<file path="config.mk">
export PLATFORM = sky130hd
export DESIGN_NAME = ex_operand_stage
export DESIGN_NICKNAME = d
export VERILOG_FILES = /design/src/rtl/ex_pkg.sv /design/src/rtl/ex_operand_stage_fwd_mux.sv /design/src/rtl/ex_operand_stage.sv
export SDC_FILE = /design/constraint.sdc
export NUM_CORES = 1
export LEC_CHECK = 0
export BUFFER_PORTS_ARGS = -buffer_cell sky130_fd_sc_hd__buf_4
export CAP_MARGIN = 20
export CELL_PAD_IN_SITES_DETAIL_PLACEMENT = 1
export CELL_PAD_IN_SITES_GLOBAL_PLACEMENT = 1
export CORE_ASPECT_RATIO = 0.6
export CORE_UTILIZATION = 32
export DETAILED_ROUTE_END_ITERATION = 12
export PLACE_DENSITY = 0.77
export SLEW_MARGIN = 20
export SYNTH_ARGS = -nofsm -noshare
export SYNTH_HDL_FRONTEND = slang
export SYNTH_SLANG_ARGS = --single-unit
</file>
<file path="constraint.sdc">
create_clock -name clk -period 2.4 [get_ports clk]
set_clock_uncertainty 0.05 [all_clocks]
set_input_delay 0.48 -clock clk [delete_from_list [all_inputs] [get_ports clk]]
set_output_delay 0.48 -clock clk [all_outputs]
set_load 0.005 [all_outputs]
</file>
<file path="src/rtl/ex_pkg.sv">
// Shared constants, shift-op encodings and the ID/EX payload for the execute operand stage.
package ex_pkg;

  localparam int DATA_W = 16;
  localparam int CNT_W  = 4;
  localparam int REG_AW = 3;

  typedef enum logic [1:0] {
    SHIFT_ROL = 2'b00,
    SHIFT_SLL = 2'b01,
    SHIFT_ROR = 2'b10,
    SHIFT_SRL = 2'b11
  } shift_op_e;

  typedef struct packed {
    logic [REG_AW-1:0] rs;
    logic [REG_AW-1:0] rt;
    logic [DATA_W-1:0] rs_data;
    logic [DATA_W-1:0] rt_data;
    logic [CNT_W-1:0]  imm;
    logic              use_imm;
    shift_op_e         op;
    logic [REG_AW-1:0] rd;
    logic              wr_en;
  } idex_t;

endpackage

</file>
<file path="src/rtl/ex_operand_stage_fwd_mux.sv">
// Per-source operand select: EX/MEM beats MEM/WB beats latched data.
// Forwarding muxes exist only when EX_FWD_EN is defined; the match flags are always produced.
module ex_fwd_mux
  import ex_pkg::*;
(
  input  logic [REG_AW-1:0] src_i,
  input  logic [DATA_W-1:0] lat_data_i,
  input  logic              exm_wr_en_i,
  input  logic [REG_AW-1:0] exm_rd_i,
  input  logic [DATA_W-1:0] exm_data_i,
  input  logic              mwb_wr_en_i,
  input  logic [REG_AW-1:0] mwb_rd_i,
  input  logic [DATA_W-1:0] mwb_data_i,
  output logic [DATA_W-1:0] value_o,
  output logic              exm_hit_o,
  output logic              mwb_hit_o
);

  assign exm_hit_o = exm_wr_en_i & (exm_rd_i == src_i);
  assign mwb_hit_o = mwb_wr_en_i & (mwb_rd_i == src_i);

`ifdef EX_FWD_EN
  always_comb begin
    value_o = lat_data_i;
    if (exm_hit_o)      value_o = exm_data_i;
    else if (mwb_hit_o) value_o = mwb_data_i;
  end
`else
  logic [DATA_W-1:0] unused_fwd_data;
  assign unused_fwd_data = exm_data_i ^ mwb_data_i;
  assign value_o = lat_data_i;
`endif

endmodule

</file>
<file path="src/rtl/ex_operand_stage.sv">
// ID/EX register and shifter operand select with forwarding, write-back snoop and load-use hold.
// Optional macro EX_FWD_EN: enables EX/MEM and MEM/WB forwarding; otherwise any producer match holds.
module ex_operand_stage
  import ex_pkg::*;
#(
  parameter int DATA_W = ex_pkg::DATA_W,
  parameter int CNT_W  = ex_pkg::CNT_W,
  parameter int REG_AW = ex_pkg::REG_AW
) (
  input  logic              clk,
  input  logic              rst,
  input  logic              id_valid,
  input  logic [REG_AW-1:0] id_rs,
  input  logic [REG_AW-1:0] id_rt,
  input  logic [DATA_W-1:0] id_rs_data,
  input  logic [DATA_W-1:0] id_rt_data,
  input  logic [CNT_W-1:0]  id_imm,
  input  logic              id_use_imm,
  input  logic [1:0]        id_op,
  input  logic [REG_AW-1:0] id_rd,
  input  logic              id_wr_en,
  input  logic              stall,
  input  logic              flush,
  input  logic              exm_wr_en,
  input  logic [REG_AW-1:0] exm_rd,
  input  logic [DATA_W-1:0] exm_data,
  input  logic              exm_is_load,
  input  logic              mwb_wr_en,
  input  logic [REG_AW-1:0] mwb_rd,
  input  logic [DATA_W-1:0] mwb_data,
  output logic [DATA_W-1:0] shift_in,
  output logic [CNT_W-1:0]  shift_cnt,
  output logic [1:0]        shift_op,
  output logic              ex_valid,
  output logic [REG_AW-1:0] ex_rd,
  output logic              ex_wr_en,
  output logic              ex_hold
);

  idex_t             pl_q, pl_d;
  logic              valid_q, valid_d;
  logic [DATA_W-1:0] rs_val, rt_val;
  logic              rs_exm, rs_mwb, rt_exm, rt_mwb;
  logic              rt_used;

  ex_fwd_mux u_fwd_rs (
    .src_i(pl_q.rs), .lat_data_i(pl_q.rs_data),
    .exm_wr_en_i(exm_wr_en), .exm_rd_i(exm_rd), .exm_data_i(exm_data),
    .mwb_wr_en_i(mwb_wr_en), .mwb_rd_i(mwb_rd), .mwb_data_i(mwb_data),
    .value_o(rs_val), .exm_hit_o(rs_exm), .mwb_hit_o(rs_mwb)
  );

  ex_fwd_mux u_fwd_rt (
    .src_i(pl_q.rt), .lat_data_i(pl_q.rt_data),
    .exm_wr_en_i(exm_wr_en), .exm_rd_i(exm_rd), .exm_data_i(exm_data),
    .mwb_wr_en_i(mwb_wr_en), .mwb_rd_i(mwb_rd), .mwb_data_i(mwb_data),
    .value_o(rt_val), .exm_hit_o(rt_exm), .mwb_hit_o(rt_mwb)
  );

  assign rt_used = ~pl_q.use_imm;

`ifdef EX_FWD_EN
  logic unused_mwb_hits;
  assign unused_mwb_hits = rs_mwb ^ rt_mwb;
  assign ex_hold = valid_q & exm_wr_en & exm_is_load & (rs_exm | (rt_used & rt_exm));
`else
  logic unused_is_load;
  assign unused_is_load = exm_is_load;
  assign ex_hold = valid_q & (rs_exm | rs_mwb | (rt_used & (rt_exm | rt_mwb)));
`endif

  logic [DATA_W-CNT_W-1:0] unused_rt_hi;
  assign unused_rt_hi = rt_val[DATA_W-1:CNT_W];

  assign shift_in  = rs_val;
  assign shift_cnt = pl_q.use_imm ? pl_q.imm : rt_val[CNT_W-1:0];
  assign shift_op  = pl_q.op;
  assign ex_valid  = valid_q & ~ex_hold;
  assign ex_rd     = pl_q.rd;
  assign ex_wr_en  = pl_q.wr_en & ex_valid;

  // Flush clears only valid; when not capturing, latched operands keep snooping write-back.
  always_comb begin
    pl_d    = pl_q;
    valid_d = valid_q;
    if (!flush && !(stall || ex_hold)) begin
      valid_d       = id_valid;
      pl_d.rs       = id_rs;
      pl_d.rt       = id_rt;
      pl_d.rs_data  = (mwb_wr_en && mwb_rd == id_rs) ? mwb_data : id_rs_data;
      pl_d.rt_data  = (mwb_wr_en && mwb_rd == id_rt) ? mwb_data : id_rt_data;
      pl_d.imm      = id_imm;
      pl_d.use_imm  = id_use_imm;
      pl_d.op       = shift_op_e'(id_op);
      pl_d.rd       = id_rd;
      pl_d.wr_en    = id_wr_en;
    end else begin
      if (flush) valid_d = 1'b0;
      if (mwb_wr_en && mwb_rd == pl_q.rs) pl_d.rs_data = mwb_data;
      if (mwb_wr_en && mwb_rd == pl_q.rt) pl_d.rt_data = mwb_data;
    end
  end

  always_ff @(posedge clk) begin
    if (rst) begin
      valid_q <= 1'b0;
      pl_q    <= '0;
    end else begin
      valid_q <= valid_d;
      pl_q    <= pl_d;
    end
  end

endmodule

</file>
# --- Yosys cells after proc, flatten, opt, wreduce, memory -nomap -nowiden ---
# Cells that the tools add are included.
classes:
  n_eq_ne: 6
  muxes: 8
  bitwise: 13
  reduce_logical: 11
op_table:
  columns: ["op", "count"]
  rows:
  - ["16-bit 2-to-1 mux", 4]
  - ["32-bit 2-to-1 mux", 1]
  - ["3-bit equality test", 6]
  - ["1-bit bitwise AND", 8]
  - ["2-bit nonzero test", 3]
  - ["1-bit logical AND", 5]
  - ["4-bit 2-to-1 mux", 1]
  - ["1-bit OR", 3]
  - ["1-bit logical NOT", 2]
  - ["1-bit 2-to-1 mux", 2]
  - ["1-bit NOT", 2]
  - ["1-bit logical OR", 1]
word_totals:
  register_bits: 38
  in_bits: 95
  out_inout_bits: 28

# --- Depth between registers and ports, before layout ---
# Gate-level depths: netlist of run 1.
logic_depth:
  ltp_word: 10
  mapped_depth: 8
  ltp_nobuf: 6

# --- By module ---
# Synthesis of run 1 repeated with hierarchy kept, for this count alone.
unflattened:
  cells_unflattened: 352
  hier_area_um2: 2897.8
by_module_without_submodules:
  columns: ["module", "instances", "cells_each", "area_per_inst_um2", "seq_area_each_um2"]
  rows:
  - ["ex_operand_stage", 1, 304, 2517.4, 1001.0]
  - ["ex_fwd_mux", 2, 24, 190.2, 0.0]

# --- Worst setup path after synthesis of run 1 ---
# No wires, ideal clock.
synth_path:
  kind: "in2reg"
  from: "input mwb_rd[1]"
  to: "register pl_q (netlist bit ex_rd[1])"
  setup_ns: 0.128
  arrival_time_ns: 1.958
  required_time_ns: 2.222
  slack_ns: 0.264
  path_stages: 8
  path_buffers: 2
  cell_sequence: "buf_4 xnor2_1 nand4_4 a21oi_2 a2111oi_4 buf_6 mux2i_1 nor2_1"
synth_via:
  elab_chain_cells: 9
  word_cells_on_any_way: 12
  classes_between: "eq/ne: 2; bitwise: 7; reduce/logical: 3"
synth_lines:
  columns: ["element", "line_no", "rtl"]
  rows:
  - ["start: declaration", "ex_operand_stage.sv:29", "input logic [REG_AW-1:0] mwb_rd,"]
  - ["3-bit equality test", "ex_operand_stage_fwd_mux.sv:20", "assign mwb_hit_o = mwb_wr_en_i & (mwb_rd_i == src_i);"]
  - ["1-bit bitwise AND", "ex_operand_stage_fwd_mux.sv:20", null]
  - ["1-bit OR", "ex_operand_stage.sv:69", "assign ex_hold = valid_q & (rs_exm | rs_mwb | (rt_used & (rt_exm | rt_mwb)));"]
  - ["1-bit bitwise AND", "ex_operand_stage.sv:69", null]
  - ["1-bit OR (*)", "ex_operand_stage.sv:69", null]
  - ["1-bit bitwise AND (*)", "ex_operand_stage.sv:69", null]
  - ["1-bit logical OR (*)", "ex_operand_stage.sv:86", "if (!flush && !(stall || ex_hold)) begin"]
  - ["1-bit logical NOT (*)", "ex_operand_stage.sv:86", null]
  - ["1-bit logical AND (*)", "ex_operand_stage.sv:86", null]
  - ["end signal: assignment", "ex_operand_stage.sv:110", "pl_q <= pl_d;"]
  - ["end: declaration", "ex_operand_stage.sv:40", "idex_t pl_q, pl_d;"]
# Mark *: on every way between the ends. The rest lies on a longest branch, timed or not.
# A chain may end at the register's enable or synchronous reset.

# --- Worst setup path in the final report of run 1 ---
layout_path:
  from: "register pl_q[45] (netlist name)"
  to: "output ex_wr_en"
layout_via:
  elab_chain_cells: 9
  word_cells_on_any_way: 11
  classes_between: "eq/ne: 2; bitwise: 9"
layout_lines:
  columns: ["element", "line_no", "rtl"]
  rows:
  - ["3-bit equality test, on equally long branches", "ex_operand_stage_fwd_mux.sv:19, ex_operand_stage_fwd_mux.sv:20", null]
  - ["1-bit bitwise AND, on equally long branches", "ex_operand_stage_fwd_mux.sv:19, ex_operand_stage_fwd_mux.sv:20", null]
  - ["1-bit OR (*)", "ex_operand_stage.sv:69", null]
  - ["1-bit bitwise AND (*)", "ex_operand_stage.sv:69", null]
  - ["1-bit OR (*)", "ex_operand_stage.sv:69", null]
  - ["1-bit bitwise AND (*)", "ex_operand_stage.sv:69", null]
  - ["1-bit NOT (*)", "ex_operand_stage.sv:78", "assign ex_valid = valid_q & ~ex_hold;"]
  - ["1-bit bitwise AND (*)", "ex_operand_stage.sv:78", null]
  - ["1-bit bitwise AND (*)", "ex_operand_stage.sv:80", "assign ex_wr_en = pl_q.wr_en & ex_valid;"]
  - ["end: declaration", "ex_operand_stage.sv:36", "output logic ex_wr_en,"]
# Marked as above.

==> results.md, run 1 <==
* Number of buffers created by CTS at 5
* Fmax at 432 MHz
* First-pass detailed-route iteration total at 4
* Nature of the critical path endpoint: output pin
* Synth Warn # at 0
* Pwr Total at 1.77 mW
* Hold-fix buffers at CTS at 0
* Initial DRC count at 45
* Slew margin rel. at 67.7%
* Post-Layout Cell Count at 386
* Yosys reg bits at 38
* Initial Util at 33.2%
* Worst-Margin Slew at 0.485 ns
* First-pass GRT wire length at 9010 um
* Die Span Y at 66.6 um
* Share of cells above drive strength 1 at 46.2%
* Worst Path Required at 1.87 ns
* Async SR Flop Fraction at 0%
* RD Place Congestion at 0.795
* Final core utilization at 44.6%
* Max layer used: met4
* Fin. Hold Viols at 0
* Row count at 23
* Tot GR Track Use at 16.8%
* Routed Antenna Nets at 0
* Commonest cells after routing, fill and taps aside: 102 x buf_4, 38 x dfxtp_1, 36 x nor2_1, 36 x mux2i_1, 18 x xnor2_1
* Vias/cell at 4.85
* H-tree depth at 2
* Top-area cell type share of the netlist area at 34.2%
* CTS tree: done
* Die area at 7300 um2
* Worst slack, placed at 0.0958 ns
* Mux share of post-synthesis cell area at 22.3%
* Setup violators final at 0
* Max-slew violations at 0
* Final nets at 393
* Largest net degree at the start of global routing at 39
* Via count at 1,872
* ANT cells at 0
* Post-Route WL at 6040 um
* Clock transition at path regs at 0.06 ns
* M1 wire length at 3040 um
* Cells after Synth at 224
* Crit path max fanout at 3
* TritonCTS sink count at 38
* Met2 routed WL at 2630 um
* Placed Instances at 378
* Post-synth EDFFs at 0
* Fin area at 2990 um2
* Post-synthesis sequential area ratio at 34.2%
* Synth Area in Compound Gates at 12.8%
* Worst skew pair latency at 0.28 ns
* Port bufs at 93
* Vias in the first global route at 1,777
* Leading area contributor after synthesis: dfxtp_1
* RSZ-0062 raised after global routing: false
* Fin crit share at 96.4%
* Synth Cell Area at 2220 um2
* WS Path Type: reg -> out
* Most common flop cell mapped by yosys: dfxtp_1
* Clock buffer depth at 2
* Dpl hpwl at 4700 um
* Cell Area, Placed at 2840 um2
* Largest family of logic cells by synthesized area: multiplexers
* Syn Area/Cell at 9.93 um2
* Area added between synthesis and finish at 34.6%
* Crit path time final at 2.31 ns
* Worst setup SP type: register
* VDD IR-drop max at 0.258 mV
* Synth area leaders: dfxtp_1 34%, mux2i_1 16%, buf_4 8.1%, xnor2_1 7.1%, nor2_1 6.1%
* Synth Area in Adders at 0%
* Root buf cell: clkbuf_16
* Commonest non-fill, non-tap cell in the layout: buf_4
* Met3 Wirelength at 349 um
* Initial antenna violation count at 0
* Grt ovf at 0
* Hold WS at 0.389 ns
* Power Dens Cells at 591 nW/um2
* # Post-CTS Setup Buffers at 0
* Total core area at 6710 um2
* Die X at 110 um
* Worst path arrival time at 1.78 ns
* Setup WS post-layout at 0.0859 ns
* Status: completed
* P_leak at 1.31 nW
* Worst min path class: in -> reg
* Post-synthesis simple-gate area fraction at 12.0%
* Setup TNS at 0 ns
* Number of remaining DRC errors at 0
* Resize count post-CTS at 0
* Io pins at 123
* Post-Synth XOR/XNOR Area at 7.09%
* Drt wl/cell at 15.6 um
* MaxCap Viol Count at 0
* Yosys cell types at 27
* Syn nets at 319
[cells in the mapped netlist (all sizes together) (2+ instances only)]
master / count
dfxtp: 38
mux2i: 36
nor2: 41
buf: 30
mux2: 12
a21oi: 2
nand4: 6
a211oi: 20
nand2: 5
clkbuf: 5
xnor2: 18
[cell families (layout without fill, tap and decap cells)]
family | Yosys count | after routing
AND/OR/NAND/NOR | 54 | 54
buffers and inverters | 36 | 111
XOR/XNOR | 18 | 18
multiplexers | 48 | 48
flip-flops | 38 | 38
AO/OA/AOI/OAI | 30 | 30
[state kept, by name (all words and copies together) (netlist names)]
signal	count
pl_q	32
ex_rd	3
valid_q	1
shift_op	2
[power by group]
part	switching [mW]	leakage, nW	total (mW)	internal (mW)
Clock	0.252	0.0739	0.664	0.412
Sequential	0.0277	0.313	0.704	0.676
Combinational	0.177	0.927	0.399	0.222
[final timing paths]
path | from | end | slack [ns] | cells after the start
worst min-delay path | id_rd[2] | ex_rd[2] | 0.39 | 3
worst min register to register | shift_op[0] | shift_op[0] | 0.44 | 2
worst max-delay path | pl_q[45] | ex_wr_en | 0.09 | 6
worst max register to register | pl_q[47] | pl_q[6] | 0.37 | 7
[routing by layer]
| layer | vias to the layer above | global-route usage [%] |
|---|---|---|
| met5 | - | 0 |
| li1 | 914 | - |
| met3 | 2 | 4.11 |
| met4 | 0 | 3.00 |
| met1 | 900 | 23.4 |
| met2 | 56 | 26.2 |
[final cells by class]
class / instances / area, um2
clock buffers: 7 / 143
clock inverters: 1 / 5.00
fillers: 766 / 3710
inverters: 1 / 3.75
multi-input cells: 150 / 1200
flip-flops and latches: 38 / 761
well taps: 87 / 109
repair buffers: 102 / 766
[worst max-delay path: stages, from the launching register on]
cell	delay, ns
dfxtp_1	0.34
xnor2_1	0.28
nand4_4	0.16
o221ai_1	0.28
nor2_1	0.15
and2_1	0.18
buf_4	0.13
No activity file was read; power rests on OpenSTA's default activity.
==> run 2: changes to the inputs <==
Settings changed: CORE_UTILIZATION 32 to 34, PLACE_DENSITY 0.77 to 0.81.
Clock period 2.4 ns to 3 ns, I/O delays scaled along.
==> run 2 against run 1 <==
- clock power shrank 35%
- highest routed layer unchanged
- final cell count shrank 2.1%
- sequential cell count is the same
- sequential share of layout area grew 0.53 points
- non-clock buffer count shrank 5
- die area shrank 5.7%
- sequential power shrank 20%
- combinational power shrank 21%
==> results.md, run 2 (same netlist as run 1, synthesis figures left out) <==
* Status: completed (unchanged)
* Port bufs at 93 (unchanged)
* Drt wl/cell at 15.1 um (was 15.6 um)
* Crit path max fanout at 6 (was 3)
* Final core utilization at 47.1% (was 44.6%)
* Die Span Y at 64.6 um (was 66.6 um)
* Setup WS post-layout at 0.295 ns (was 0.0859 ns)
* Worst Path Buf+Inv at 2 (was 1)
* Hold WS at 0.448 ns (was 0.389 ns)
* Final nets at 388 (was 393)
* Initial antenna violation count at 0 (unchanged)
* Post-Route WL at 5700 um (was 6040 um)
* RD Place Congestion at 0.788 (was 0.795)
* Die area at 6880 um2 (was 7300 um2)
* Initial Util at 35.7% (was 33.2%)
* Worst slack, placed at 0.211 ns (was 0.0958 ns)
* Worst skew pair latency at 0.29 ns (was 0.28 ns)
* Grt ovf at 0 (unchanged)
* Switching share of power at 26.2% (was 25.9%)
* Dpl hpwl at 4370 um (was 4700 um)
* CTS tree: done (unchanged)
* Commonest cells after routing, fill and taps aside: 96 x buf_4, 38 x dfxtp_1, 36 x nor2_1, 36 x mux2i_1, 18 x xnor2_1 (was 102 x buf_4, 38 x dfxtp_1, 36 x nor2_1, 36 x mux2i_1, 18 x xnor2_1)
* Placed Instances at 370 (was 378)
* # fillers at 736 (was 766)
* Worst-Margin Slew at 0.649 ns (was 0.485 ns)
* Number of remaining DRC errors at 0 (unchanged)
* Setup violators final at 0 (unchanged)
* ANT cells at 0 (unchanged)
* VDD IR-drop max at 0.258 mV (about the same)
* Share of cells above drive strength 1 at 44.9% (was 46.2%)
* Max-slew violations at 0 (unchanged)
* Worst min path class: reg -> reg (was in -> reg)
* TritonCTS sink count at 38 (unchanged)
* Worst Path Required at 2.35 ns (was 1.87 ns)
* Clock transition at path regs at 0.07 ns (was 0.06 ns)
* Area added between synthesis and finish at 31.8% (was 34.6%)
* Comb pwr share at 24.0% (was 22.6%)
* Sequential share of power at 43.0% (was 39.8%)
* RSZ-0062 raised after global routing: false (unchanged)
* Crit path time final at 2.71 ns
* Crit-path max cell delay at 0.39 ns (was 0.34 ns)
* NetSw at 0.342 mW (was 0.457 mW)
* Row count at 22 (was 23)
* Root buf cell: clkbuf_8 (was clkbuf_16)
* Largest net degree at the start of global routing at 39 (unchanged)
* Die X at 106 um (was 110 um)
* Cell mode on critical path: buf_4
* Number of buffers created by CTS at 5 (unchanged)
* Worst path arrival time at 2.06 ns (was 1.78 ns)
* Largest Register: pl_q (unchanged)
* Routed Antenna Nets at 0 (unchanged)
* Vias/cell at 4.79 (was 4.85)
* Worst setup SP type: input pin (was register)
* Slew margin rel. at 56.7% (was 67.7%)
* Fin. Hold Viols at 0 (unchanged)
* Clock power share at 33.0% (was 37.6%)
* # Post-CTS Setup Buffers at 0 (unchanged)
* Commonest non-fill, non-tap cell in the layout: buf_4 (unchanged)
* Via count at 1,809 (was 1,872)
* Slowest cell on the critical path: o221ai_1 (was dfxtp_1)
* P_int at 0.965 mW (was 1.31 mW)
* Nature of the critical path endpoint: output pin (unchanged)
* Total core area at 6220 um2 (was 6710 um2)
* Fmax at 370 MHz
* WS Path Type: in -> out (was reg -> out)
* Top cell family by delay on the critical path: simple AND/OR/NAND/NOR gates (unchanged)
* First-pass detailed-route iteration total at 4 (unchanged)
* Resize count post-CTS at 0 (unchanged)
* Fin crit share at 90.2%
* P_leak at 1.27 nW (was 1.31 nW)
* H-tree depth at 2 (unchanged)
* Post-Layout Cell Count at 378 (was 386)
* Clock buffer depth at 2 (unchanged)
* Io pins at 123 (unchanged)
* CP Cell Sequence: buf_4 -> xnor2_1 -> nand4_4 -> o221ai_1 -> nor2_1 -> and2_1 -> buf_4 (was xnor2_1 -> nand4_4 -> o221ai_1 -> nor2_1 -> and2_1 -> buf_4)
* MaxCap Viol Count at 0 (unchanged)
* Power Dens Cells at 446 nW/um2 (was 591 nW/um2)
* Largest register FFs at 32 (unchanged)
* Tot GR Track Use at 16.8% (about the same)
* Vias in the first global route at 1,684 (was 1,777)
* Hold-fix buffers at CTS at 0 (unchanged)
* First-pass GRT wire length at 8830 um (was 9010 um)
* Initial DRC count at 37 (was 45)
* Setup TNS at 0 ns (unchanged)
-- run 2: changes by cell type in the layout (fill, tap and decap cells not counted), sizes merged --
cell    change
buf         -5
bufinv      +1
clkinv      -1
-- run 2: worst min-delay path, stage by stage, from the launching register on --
cell and delay, ns:
dfxtp_1 0.33, mux2i_1 0.06, nor2_1 0.07
-- run 2: area by class of cell --
class                           instances  area, um2  share of cell area (%)
Sequential cell                        38        761                    26.0
Clock buffer                            7       76.3                    2.60
Inverter                                1       3.75                   0.128
Timing Repair Buffer                   97        741                    25.3
Multi-Input combinational cell        150       1210                    41.4
Clock inverter                          1       30.0                    1.02
Tap cell                               84        105                    3.59
-- run 2: path summary, 6_finish.rpt --
path              slack (ns)        start           to  cells after the start
setup / recovery        0.29    mwb_rd[1]     ex_wr_en                      7
hold / removal          0.45  shift_op[0]  shift_op[0]                      2
setup reg to reg        0.90     pl_q[47]     pl_q[38]                      6
hold reg to reg         0.45  shift_op[0]  shift_op[0]                      2
-- run 2: power by group through the flow --
stage	registers, mW	clock network, mW	logic, mW
2_1_floorplan	0.567	0	0.204
3_3_place_gp	0.572	0	0.307
3_5_place_dp	0.574	0	0.315
4_1_cts	0.562	0.445	0.316
5_1_grt	0.567	0.469	0.341
6_report	0.562	0.431	0.314
-- run 2: metal layers --
layer | part of all wire (%) | vias to the layer above | global-route usage, % | wire [um]
met5 | 0 | - | 0 | 0
met4 | 0.44 | 0 | 3.13 | 25
met3 | 5.8 | 4 | 4.93 | 329
met2 | 44 | 53 | 26.3 | 2510
met1 | 50 | 842 | 22.8 | 2830
li1 | - | 910 | - | -
-- run 2: through the flow --
| step | total power, mW | instance area [um2] |
|---|---|---|
| after CTS | 1.32 | 2920 |
| after global routing | 1.38 | 2930 |
| after detailed placement | 0.888 | 2820 |
| after global placement | 0.879 | 2820 |
| final | 1.31 | 2930 |
| after floorplan | 0.771 | 2220 |
